### src/rtl/hazard_stall_ctrl.sv
// Stall controller for the 5-stage MIPS core: Tuse/Tnew register hazards plus a
// busy tracker for the multi-cycle multiply/divide unit, with error flag and stall counter.
module hazard_stall_ctrl #(
    parameter int unsigned MULT_CYCLES = 5,
    parameter int unsigned DIV_CYCLES  = 10
) (
    input  logic        clk,
    input  logic        reset,
    input  logic [4:0]  D_rs,
    input  logic [4:0]  D_rt,
    input  logic [1:0]  D_tuse_rs,
    input  logic [1:0]  D_tuse_rt,
    input  logic        D_uses_md,
    input  logic [4:0]  E_rd_w,
    input  logic [4:0]  M_rd_w,
    input  logic [1:0]  E_tnew,
    input  logic [1:0]  M_tnew,
    input  logic        E_start,
    input  logic        E_is_div,
    output logic        stall,
    output logic        E_flush,
    output logic        md_busy,
    output logic [3:0]  busy_cnt,
    output logic        err,
    output logic [31:0] stall_cycles
);

    localparam logic [3:0] MultCnt = 4'(MULT_CYCLES);
    localparam logic [3:0] DivCnt  = 4'(DIV_CYCLES);

    typedef enum logic [0:0] {StIdle, StBusy} md_state_e;

    md_state_e   state_q, state_d;
    logic [3:0]  cnt_q, cnt_d;
    logic        err_q, err_d;
    logic [31:0] stall_cnt_q, stall_cnt_d;

    logic hazard_rs, hazard_rt, hazard_md;

    always_comb begin
        hazard_rs = (D_rs != 5'd0) && (D_tuse_rs != 2'd3) &&
                    (((E_rd_w == D_rs) && (E_tnew > D_tuse_rs)) ||
                     ((M_rd_w == D_rs) && (M_tnew > D_tuse_rs)));
        hazard_rt = (D_rt != 5'd0) && (D_tuse_rt != 2'd3) &&
                    (((E_rd_w == D_rt) && (E_tnew > D_tuse_rt)) ||
                     ((M_rd_w == D_rt) && (M_tnew > D_tuse_rt)));
    end

    // Outputs are gated by reset so they read 0 while it is held low, whatever the inputs.
    assign md_busy   = reset & (E_start | (cnt_q != 4'd0));
    assign hazard_md = D_uses_md & md_busy;
    assign stall     = reset & (hazard_rs | hazard_rt | hazard_md);
    assign E_flush   = stall;

    assign busy_cnt     = cnt_q;
    assign err          = err_q;
    assign stall_cycles = stall_cnt_q;

    always_comb begin
        state_d = state_q;
        cnt_d   = cnt_q;
        err_d   = err_q;
        unique case (state_q)
            StIdle: begin
                if (E_start) begin
                    cnt_d   = E_is_div ? DivCnt : MultCnt;
                    state_d = StBusy;
                end
            end
            StBusy: begin
                // A start while busy is dropped; only the error flag records it.
                cnt_d = cnt_q - 4'd1;
                if (cnt_d == 4'd0) begin
                    state_d = StIdle;
                end
                if (E_start) begin
                    err_d = 1'b1;
                end
            end
            default: begin
                state_d = StIdle;
                cnt_d   = 4'd0;
            end
        endcase
    end

    always_comb begin
        stall_cnt_d = stall_cnt_q;
        if (stall && (stall_cnt_q != 32'hFFFF_FFFF)) begin
            stall_cnt_d = stall_cnt_q + 32'd1;
        end
    end

    always_ff @(posedge clk or negedge reset) begin
        if (!reset) begin
            state_q     <= StIdle;
            cnt_q       <= 4'd0;
            err_q       <= 1'b0;
            stall_cnt_q <= 32'd0;
        end else begin
            state_q     <= state_d;
            cnt_q       <= cnt_d;
            err_q       <= err_d;
            stall_cnt_q <= stall_cnt_d;
        end
    end

endmodule

### config.mk
export PLATFORM = sky130hd
export DESIGN_NAME = hazard_stall_ctrl
export DESIGN_NICKNAME = d
export VERILOG_FILES = /design/src/rtl/hazard_stall_ctrl.sv
export SDC_FILE = /design/constraint.sdc
export NUM_CORES = 1
export LEC_CHECK = 0
export ABC_AREA = 1
export CORE_MARGIN = 4
export CORE_UTILIZATION = 50
export DETAILED_ROUTE_END_ITERATION = 10
export PLACE_DENSITY = 0.8
export SLEW_MARGIN = 10
export SYNTH_ARGS = -nofsm -noshare
export SYNTH_HDL_FRONTEND = slang
export SYNTH_SLANG_ARGS = --single-unit
### constraint.sdc
create_clock -name clk -period 7.1 [get_ports clk]
set_clock_uncertainty 0.2 [all_clocks]
set_input_delay 1.42 -clock clk [delete_from_list [all_inputs] [get_ports clk]]
set_output_delay 1.42 -clock clk [all_outputs]
set_load 0.005 [all_outputs]
==> flow_summary.ini, run 1 <==
[run_status]
status = completed

[global_routing]
gr-usage-all-layers = 0.2326
top_usage_layer = met2
grt_use_met2 = 0.3822
grt_pass1_wl_mm = 14.52
use_met1 = 0.3215
globalRouteOverflowTotal = 0
grt_pass1_vias = 3137
use_met3 = 0.03951
grt_max_degree = 74
grt_antenna_before_repair = 0

[logic_synthesis]
synth_edf_count = 0
avgSynthCellArea_um2 = 6.549
yosysWarnings = 0
synth.most_common_cell = nand2_1
synth_flop_cell = dfrtp_1
ys_seq_elements = 38
synth-async-reset-ratio = 1.000
syn_inst = 483
synth_area_leaders = dfrtp_1, nand2_1, nand4_1, inv_1, xor2_1
synth_seq_area_share = 0.3006
yosys.area.top_type = dfrtp_1
synth_fp_nets = 528
yosysUniqueCellTypes = 33
synth_top_area_frac = 0.3006
synthTopCellsByCount = nand2_1, inv_1, nor2_1, dfrtp_1, nand4_1
syn_area_mm2 = 0.003163

[setup_path]
required_ns = 5.48
r2r_cells = 9
cp-end-kind = output port
critPathLaunchType = primary input
path_max_fanout = 35
crit_arrival_ns = 3.81
path_class = primary input to output port

[cts]
cts_resized = 0
cts-root-buf = clkbuf_8
cts_tree = done
clock-sinks = 38
htree_levels = 2
clk_latency_ns = 0.30
numCtsBuffers = 5
ctsHoldBuffers = 0
post_cts_buffers = 0
clk_pin_slew_ns = 0.08
cts_buffer_depth = 2

[die]
core_area_mm2 = 0.006026
row_count = 28
dieArea_mm2 = 0.007662
dieHeight_um = 87.54
dieWidth_um = 87.54
start_util = 0.5249
pin_count = 73

[timing]
rsz0062_at_grt = false
maxSlewViolCount = 0
timing.slew.headroom = 0.4225
finalSetupTns_ns = 0
finalHoldViolations = 0
min_period_over_period = 0.7642
finalSetupViolCount = 0
min_period_ns = 5.426
tightest_slew_ns = 0.8642
fmax_ghz = 0.1843

[job]
cap_viol_max_count = 0

[drt]
vias = 3361
postRouteAntennaNets = 0
drc = 0
vias_per_cell = 5.369
dr.first_iter.drc_count = 202
wl_per_cell_um = 13.56
first_pass_iters = 6
finalWirelength_mm = 8.489

[cells_and_area]
fill_cells = 556
syn_to_final_growth_pct = 26.27
drive_gt1_frac = 0.04537
antennaDiodeCount = 0
final_nets = 595

[pwr]
swShare = 0.3591
p_clk_frac = 0.239
power_frac_seq = 0.424
internal-power_mw = 0.4219
powerDensity_mw_per_mm2 = 164.8
power_leakage_nw = 1.921
ir_drop_mv = 0.1622
power_mw = 0.6582
comb_power_share = 0.337
switching_power_mw = 0.2363

[worst_hold_path]
hold_path_depth = 1
hold_path_class = flip-flop to flip-flop

[placement]
dpl.hpwl_mm = 6.486
port_buffers = 72
place_congestion = 0.9313
final timing paths:
| kind | endpoint | slack, ns | from |
|---|---|---|---|
| worst max-delay path | E_flush | 1.67 | D_tuse_rs[1] |
| worst min-delay path | err | 0.28 | err |
| worst max register to register | stall_cycles[5] | 3.89 | stall_cycles[1] |
| worst min register to register | err | 0.28 | err |
| max in group asynchronous | stall_cycles[10] | 5.08 | reset |
| min in group asynchronous | busy_cnt[2] | 1.10 | reset |
metal layers:
metal / vias up / wire length [µm]
met5: - / 0
met3: 9 / 594
li1: 1689 / -
met2: 123 / 3966
met1: 1540 / 3843
met4: 0 / 86
layout by cell type (no fill, tap or decap), drive strengths merged, types with 2 or more instances in the layout:
| master | count |
|---|---|
| nand4 | 40 |
| nor2 | 46 |
| clkdlybuf4s50 | 71 |
| o21ai | 4 |
| buf | 3 |
| nand3 | 24 |
| nor3b | 2 |
| dfrtp | 38 |
| nand2 | 191 |
| clkbuf | 5 |
| a21oi | 4 |
| clkinv | 2 |
| xnor2 | 5 |
| nor3 | 14 |
| ha | 12 |
| a211oi | 2 |
| inv | 56 |
| nand3b | 4 |
| xor2 | 20 |
worst max-delay path, cell delays in order:
cell and delay (ns):
clkdlybuf4s50_1 0.48, inv_1 0.06, ha_1 0.31, nand2_1 0.06, o21ai_0 0.07, nor2_1 0.12
nand3_1 0.08, nand2_1 0.06, nand2_1 0.06, nand3_2 0.07, buf_4 0.34, nand2_1 0.08
inv_1 0.09, clkdlybuf4s50_1 0.50
cell families after synthesis:
| kind of cell | Yosys count | share of synthesized area |
|---|---|---|
| adders and majority gates | 12 | 0.04747 |
| buffers and inverters | 70 | 0.09296 |
| and+or+nand+nor | 323 | 0.4600 |
| xor gates and xnor gates | 25 | 0.06922 |
| DFF | 38 | 0.3006 |
| AOI/OAI and AO/OA | 15 | 0.02967 |
sequential cells by signal, indices dropped and copies added, names as in the netlist:
name,count
busy_cnt,4
state_q,1
stall_cycles,32
err,1
cell type report:
class,count,area (µm²),area share
Inverter,56,210.2,0.05263
Multi-Input combinational cell,375,1918,0.4803
Clock buffer,5,68.82,0.01723
Tap cell,75,93.84,0.02350
Timing Repair Buffer,74,730.7,0.1830
Sequential cell,38,950.9,0.2381
Clock inverter,3,21.27,0.005326
power by group through the flow:
stage                     combinational (mW)  clock [mW]  sequential [mW]
final                                  0.222       0.157            0.279
after global routing                   0.246       0.166            0.283
after CTS                              0.224       0.159            0.279
after detailed placement               0.223           0            0.283
after global placement                 0.214           0            0.281
after floorplan                        0.121           0            0.277
through the flow:
| step | worst slack, ns | utilization | std cells | hold WS [ns] | cell area [µm²] |
|---|---|---|---|---|---|
| final | 1.674 | 0.6628 | 626 | 0.2838 | 3994 |
| after global routing | 1.470 | 0.6628 | 626 | 0.2961 | 3994 |
| after CTS | 1.677 | 0.6628 | 626 | 0.2817 | 3994 |
| after detailed placement | 1.678 | 0.6478 | 618 | 0.2546 | 3904 |
| after global placement | 1.749 | 0.6478 | 618 | 0.2473 | 3904 |
| after floorplan | 2.691 | - | 483 | 0.2510 | 3163 |
No activity file was read; power rests on OpenSTA's default activity.
==> run 2: changes to the inputs <==
==> constraint.sdc (replaced) <==
create_clock -name clk -period 5.54 [get_ports clk]
set_clock_uncertainty 0.2 [all_clocks]
set_input_delay 1.108 -clock clk [delete_from_list [all_inputs] [get_ports clk]]
set_output_delay 1.108 -clock clk [all_outputs]
set_load 0.005 [all_outputs]
==> run 2 against run 1 <==
Count of clock-buffer cells in the layout unchanged. Die area unchanged. Clock power increased by 24%. Non-clock buffer count unchanged. Final area unchanged. Register-to-register slack got worse by 1.5 ns. Cell count unchanged. Combinational power increased by 27%. Sequential share of layout area unchanged. Critical path depth decreased by 1. Routed wire length decreased by 4.1%.
==> flow_summary.ini, run 2 (synthesis gave the netlist of run 1 again) <==
[drt]
drc = 0
wl_per_cell_um = 13.01
postRouteAntennaNets = 0
first_pass_iters = 5
dr.first_iter.drc_count = 207
finalWirelength_mm = 8.145
vias = 3324
vias_per_cell = 5.310

[timing]
timing.slew.headroom = 0.4195
finalSetupTns_ns = 0
rsz0062_at_grt = false
fmax_ghz = 0.2255
tightest_slew_ns = 0.8687
finalHoldViolations = 0
maxSlewViolCount = 0
fin_ws_ns = 1.106
finalSetupViolCount = 0
min_period_ns = 4.434
min_period_over_period = 0.8003

[cells_and_area]
antennaDiodeCount = 0
final_common_cell = nand2_1
multi_input_area_mm2 = 0.001918
layout_common_cells = nand2_1, clkdlybuf4s50_1, inv_1, nor2_1
drive_gt1_frac = 0.04537
syn_to_final_growth_pct = 26.27
fill_cells = 574
largest_reg_flops = 32
regArea_um2 = 950.9
final_nets = 595

[die]
dieHeight_um = 87.54
pin_count = 73
core_area_mm2 = 0.006026
dieArea_mm2 = 0.007662
dieWidth_um = 87.54
row_count = 28
start_util = 0.5249

[setup_path]
crit_buf_inv = 4
cp-end-kind = output port
cp_top_family = buffers and inverters
critPathSlowestCell = clkdlybuf4s50_1
required_ns = 4.23
path_cells = clkdlybuf4s50_1, inv_1, ha_1, nand2_1, o21ai_0, nor2_1, nand3_1, nand2_1, nand2_1, nand3_2, nand2_1, inv_1, clkdlybuf4s50_1
path_class = primary input to output port
critPathLaunchType = primary input
path_max_fanout = 2
crit_arrival_ns = 3.13
crit_path_frequent_cell = nand2_1
critPathMaxStageDelay_ns = 0.49

[cts]
numCtsBuffers = 5
clk_pin_slew_ns = 0.07
cts_tree = done
ctsHoldBuffers = 0
cts-root-buf = clkbuf_8
htree_levels = 2
clock-sinks = 38
clk_latency_ns = 0.30
post_cts_buffers = 0
cts_buffer_depth = 2
cts_resized = 0

[global_routing]
use_met1 = 0.3179
top_usage_layer = met2
grt_antenna_before_repair = 0
grt_pass1_vias = 3054
globalRouteOverflowTotal = 0
gr-usage-all-layers = 0.2249
grt_use_met2 = 0.3527
grt_pass1_wl_mm = 13.97
use_met3 = 0.04045
grt_max_degree = 73

[placement]
dpl.hpwl_mm = 6.341
port_buffers = 72
dp_slack_ns = 1.129
place_congestion = 0.9428

[pwr]
power_frac_seq = 0.428
ir_drop_mv = 0.1981
switching_power_mw = 0.2928
power_leakage_nw = 1.921
powerDensity_mw_per_mm2 = 208.5
swShare = 0.3515
internal-power_mw = 0.5401
p_clk_frac = 0.233
comb_power_share = 0.339

[run_status]
status = completed

[worst_hold_path]
hold_path_class = flip-flop to flip-flop

[job]
cap_viol_max_count = 0
==> run 2: cell counts in the layout (fill, tap and decap cells not counted) <==
Identical to the previous run, type by type.
==> run 2: area by class of cell <==
| type | count | share of cell area |
|---|---|---|
| Multi-Input combinational cell | 375 | 0.4803 |
| Sequential cell | 38 | 0.2381 |
| Timing Repair Buffer | 74 | 0.1830 |
| Inverter | 56 | 0.05263 |
| Tap cell | 75 | 0.02350 |
| Clock buffer | 5 | 0.01723 |
| Clock inverter | 3 | 0.005326 |
==> run 2: routing by layer <==
layer  vias up  wire length, µm
met5         -                0
met4         0              138
met3        14              573
met2       116             3648
met1      1505             3784
li1       1689                -
==> run 2: per-stage QoR <==
| stage | utilization | cell area, µm² | std cells | hold WS, ns | power [mW] |
|---|---|---|---|---|---|
| floorplan | - | 3163 | 483 | 0.2510 | 0.5105 |
| global route | 0.6628 | 3994 | 626 | 0.2825 | 0.8885 |
| finish | 0.6628 | 3994 | 626 | 0.2742 | 0.8329 |
| detailed placement | 0.6478 | 3904 | 618 | 0.2523 | 0.6445 |
| CTS | 0.6628 | 3994 | 626 | 0.2731 | 0.8396 |
| global placement | 0.6478 | 3904 | 618 | 0.2476 | 0.6333 |
==> run 2: power by group through the flow <==
| stage | registers (mW) | logic (mW) | clock network, mW |
|---|---|---|---|
| CTS | 0.357 | 0.284 | 0.199 |
| detailed placement | 0.361 | 0.283 | 0 |
| floorplan | 0.355 | 0.155 | 0 |
| global route | 0.363 | 0.315 | 0.210 |
| global placement | 0.360 | 0.273 | 0 |
| finish | 0.357 | 0.282 | 0.194 |
==> run 2: worst reg2reg max path: stages (launching register included) <==
cell,delay [ns]
dfrtp_1,0.42
ha_1,0.25
nand2_2,0.11
nor2_4,0.17
nand4_2,0.14
nor2_2,0.12
nand4_2,0.65
nand3_2,0.81
nand2_1,0.13
nand2_1,0.09
==> run 2: worst paths after layout <==
| check | start | to | slack, ns | cells after the start |
|---|---|---|---|---|
| max | D_tuse_rs[1] | E_flush | 1.11 | 13 |
| min | err | err | 0.27 | 1 |
| max reg2reg | stall_cycles[1] | stall_cycles[7] | 2.37 | 9 |
| min reg2reg | err | err | 0.27 | 1 |
| max in group asynchronous | reset | stall_cycles[26] | 3.80 | 2 |
| min in group asynchronous | reset | busy_cnt[2] | 0.82 | 2 |
==> run 3: changes to the inputs <==
--- a/config.mk
+++ b/config.mk
@@ -7,9 +7,9 @@
 export LEC_CHECK = 0
 export ABC_AREA = 1
 export CORE_MARGIN = 4
-export CORE_UTILIZATION = 50
+export CORE_UTILIZATION = 46
 export DETAILED_ROUTE_END_ITERATION = 10
-export PLACE_DENSITY = 0.8
+export PLACE_DENSITY = 0.77
 export SLEW_MARGIN = 10
 export SYNTH_ARGS = -nofsm -noshare
 export SYNTH_HDL_FRONTEND = slang
==> constraint.sdc (replaced) <==
create_clock -name clk -period 3.8 [get_ports clk]
set_clock_uncertainty 0.2 [all_clocks]
set_input_delay 0.76 -clock clk [delete_from_list [all_inputs] [get_ports clk]]
set_output_delay 0.76 -clock clk [all_outputs]
set_load 0.005 [all_outputs]
==> run 3 against run 2 <==
Sequential power increased by 46%. Non-clock buffer count rose by 2. Routed wire length increased by 5.1%. Cell count is 0.64% higher. Sequential cell count unchanged. Critical path depth shrank 1. Register-to-register slack worse by 1.1 ns. Largest power group unchanged. Highest routed layer unchanged.
==> flow_summary.ini, run 3 (synthesis gave the netlist of run 1 again) <==
[cts]
numCtsBuffers = 5
clk_pin_slew_ns = 0.07
cts_buffer_depth = 2
cts-root-buf = clkbuf_8
clock-sinks = 38
htree_levels = 2
clk_latency_ns = 0.30
post_cts_buffers = 0
cts_tree = done
ctsHoldBuffers = 0

[drt]
first_pass_iters = 4
drc = 0
vias = 3338
dr.first_iter.drc_count = 214
vias_per_cell = 5.298
postRouteAntennaNets = 0
finalWirelength_mm = 8.558
wl_per_cell_um = 13.58

[timing]
timing.slew.headroom = 0.4710
finalSetupViolCount = 0
maxSlewViolCount = 0
finalHoldViolations = 0
fmax_ghz = 0.2703
min_period_ns = 3.699
min_period_over_period = 0.9735
tightest_slew_ns = 0.7935
finalSetupTns_ns = 0

[setup_path]
worstSetupEndpoint = E_flush
path_max_fanout = 2
startpoint = M_tnew[1]
crit_arrival_ns = 2.74
r2r_cells = 11
ff2ff_setup_slack_ns = 1.32
critPathLaunchType = primary input
path_class = primary input to output port
cp-end-kind = output port
timing.rr.end = stall_cycles[2]
required_ns = 2.84
r2r-start = stall_cycles[0]

[cells_and_area]
final_nets = 597
layout.cells.non_filler = 630
multi_input_area_mm2 = 0.001956
fin_util = 0.6247
antennaDiodeCount = 0
syn_to_final_growth_pct = 28.28
final_common_cell = nand2_1
layout_common_cells = nand2_1, clkdlybuf4s50_1, inv_1, nor2_1
fill_cells = 592
largest_reg_flops = 32
drive_gt1_frac = 0.05606
regArea_um2 = 950.9

[die]
row_count = 29
dieWidth_um = 90.92
start_util = 0.4870
core_area_mm2 = 0.006495
dieHeight_um = 90.92
dieArea_mm2 = 0.008266
pin_count = 73

[worst_hold_path]
hold_path_class = flip-flop to flip-flop
holdCritStartpoint = err

[global_routing]
gr-usage-all-layers = 0.2098
globalRouteOverflowTotal = 0
grt_pass1_vias = 3193
grt_pass1_wl_mm = 14.62
grt_antenna_before_repair = 0
grt_max_degree = 73

[job]
cap_viol_max_count = 0

[pwr]
powerDensity_mw_per_mm2 = 303.2
power_leakage_nw = 1.965
ir_drop_mv = 0.1625

[placement]
dpl.hpwl_mm = 6.414
place_congestion = 0.9012
port_buffers = 72
placed_cells = 622

[run_status]
status = completed
run 3: changes by cell type in the layout (fill, tap and decap cells not counted), sizes merged:
cell	previous run	this run
clkdlybuf4s50	71	68
dlymetal6s2s	0	3
buf	3	5
clkbuf	5	7
clkinv	2	1
clkinvlp	1	0
run 3: final cells by class:
cell class | instances | area share
flip-flops and latches | 38 | 0.2344
well taps | 77 | 0.02374
inverters | 56 | 0.05180
clock inverters | 1 | 0.001233
multi-input cells | 375 | 0.4820
repair buffers | 76 | 0.1856
clock buffers | 7 | 0.02128
run 3: critical path, cell delays in order:
cell,delay (ns)
clkdlybuf4s50_1,0.58
ha_4,0.24
nand2_1,0.07
nand3_1,0.08
nor2_1,0.10
nand3_1,0.07
nand2_1,0.07
nand2_1,0.06
nand3_2,0.09
nand2_1,0.05
inv_1,0.06
clkdlybuf4s50_1,0.50
run 3: worst min-delay path by stage:
stage,depth (start not counted),end,slack [ns]
after floorplan,1,err,0.25
after global placement,1,err,0.25
after detailed placement,1,err,0.24
after CTS,1,err,0.27
after global routing,1,err,0.28
final,1,err,0.26
run 3: layer usage:
layer | global-route usage | up-vias | wire length [µm]
met4 | 0.05905 | 0 | 144
met1 | 0.2888 | 1519 | 3984
met2 | 0.3378 | 107 | 3930
met3 | 0.03750 | 17 | 498
li1 | - | 1695 | -
met5 | 0 | - | 0
run 3: power breakdown:
group	internal [mW]	switching, mW	leakage (nW)
sequential	0.454	0.0669	0.508
clock	0.147	0.149	0.0482
combinational	0.207	0.207	1.41
total	0.807	0.423	1.97
run 3: stage by stage:
step | setup slack, ns | total power [mW] | hold slack (ns) | area, µm²
after floorplan | 0.7108 | 0.7443 | 0.2510 | 3163
after global placement | 0.1083 | 0.9251 | 0.2515 | 3921
after detailed placement | 0.08786 | 0.9371 | 0.2433 | 3921
after CTS | 0.08025 | 1.233 | 0.2676 | 4013
after global routing | -0.03127 | 1.310 | 0.2755 | 4058
final | 0.1006 | 1.230 | 0.2635 | 4058
run 3: what timing repair did:
| action | in CTS | in global routing |
|---|---|---|
| endpoints found under the hold margin | 0 | 0 |
| gates resized for setup | 0 | 8 |
| endpoints found under the setup margin | 0 | 2 |
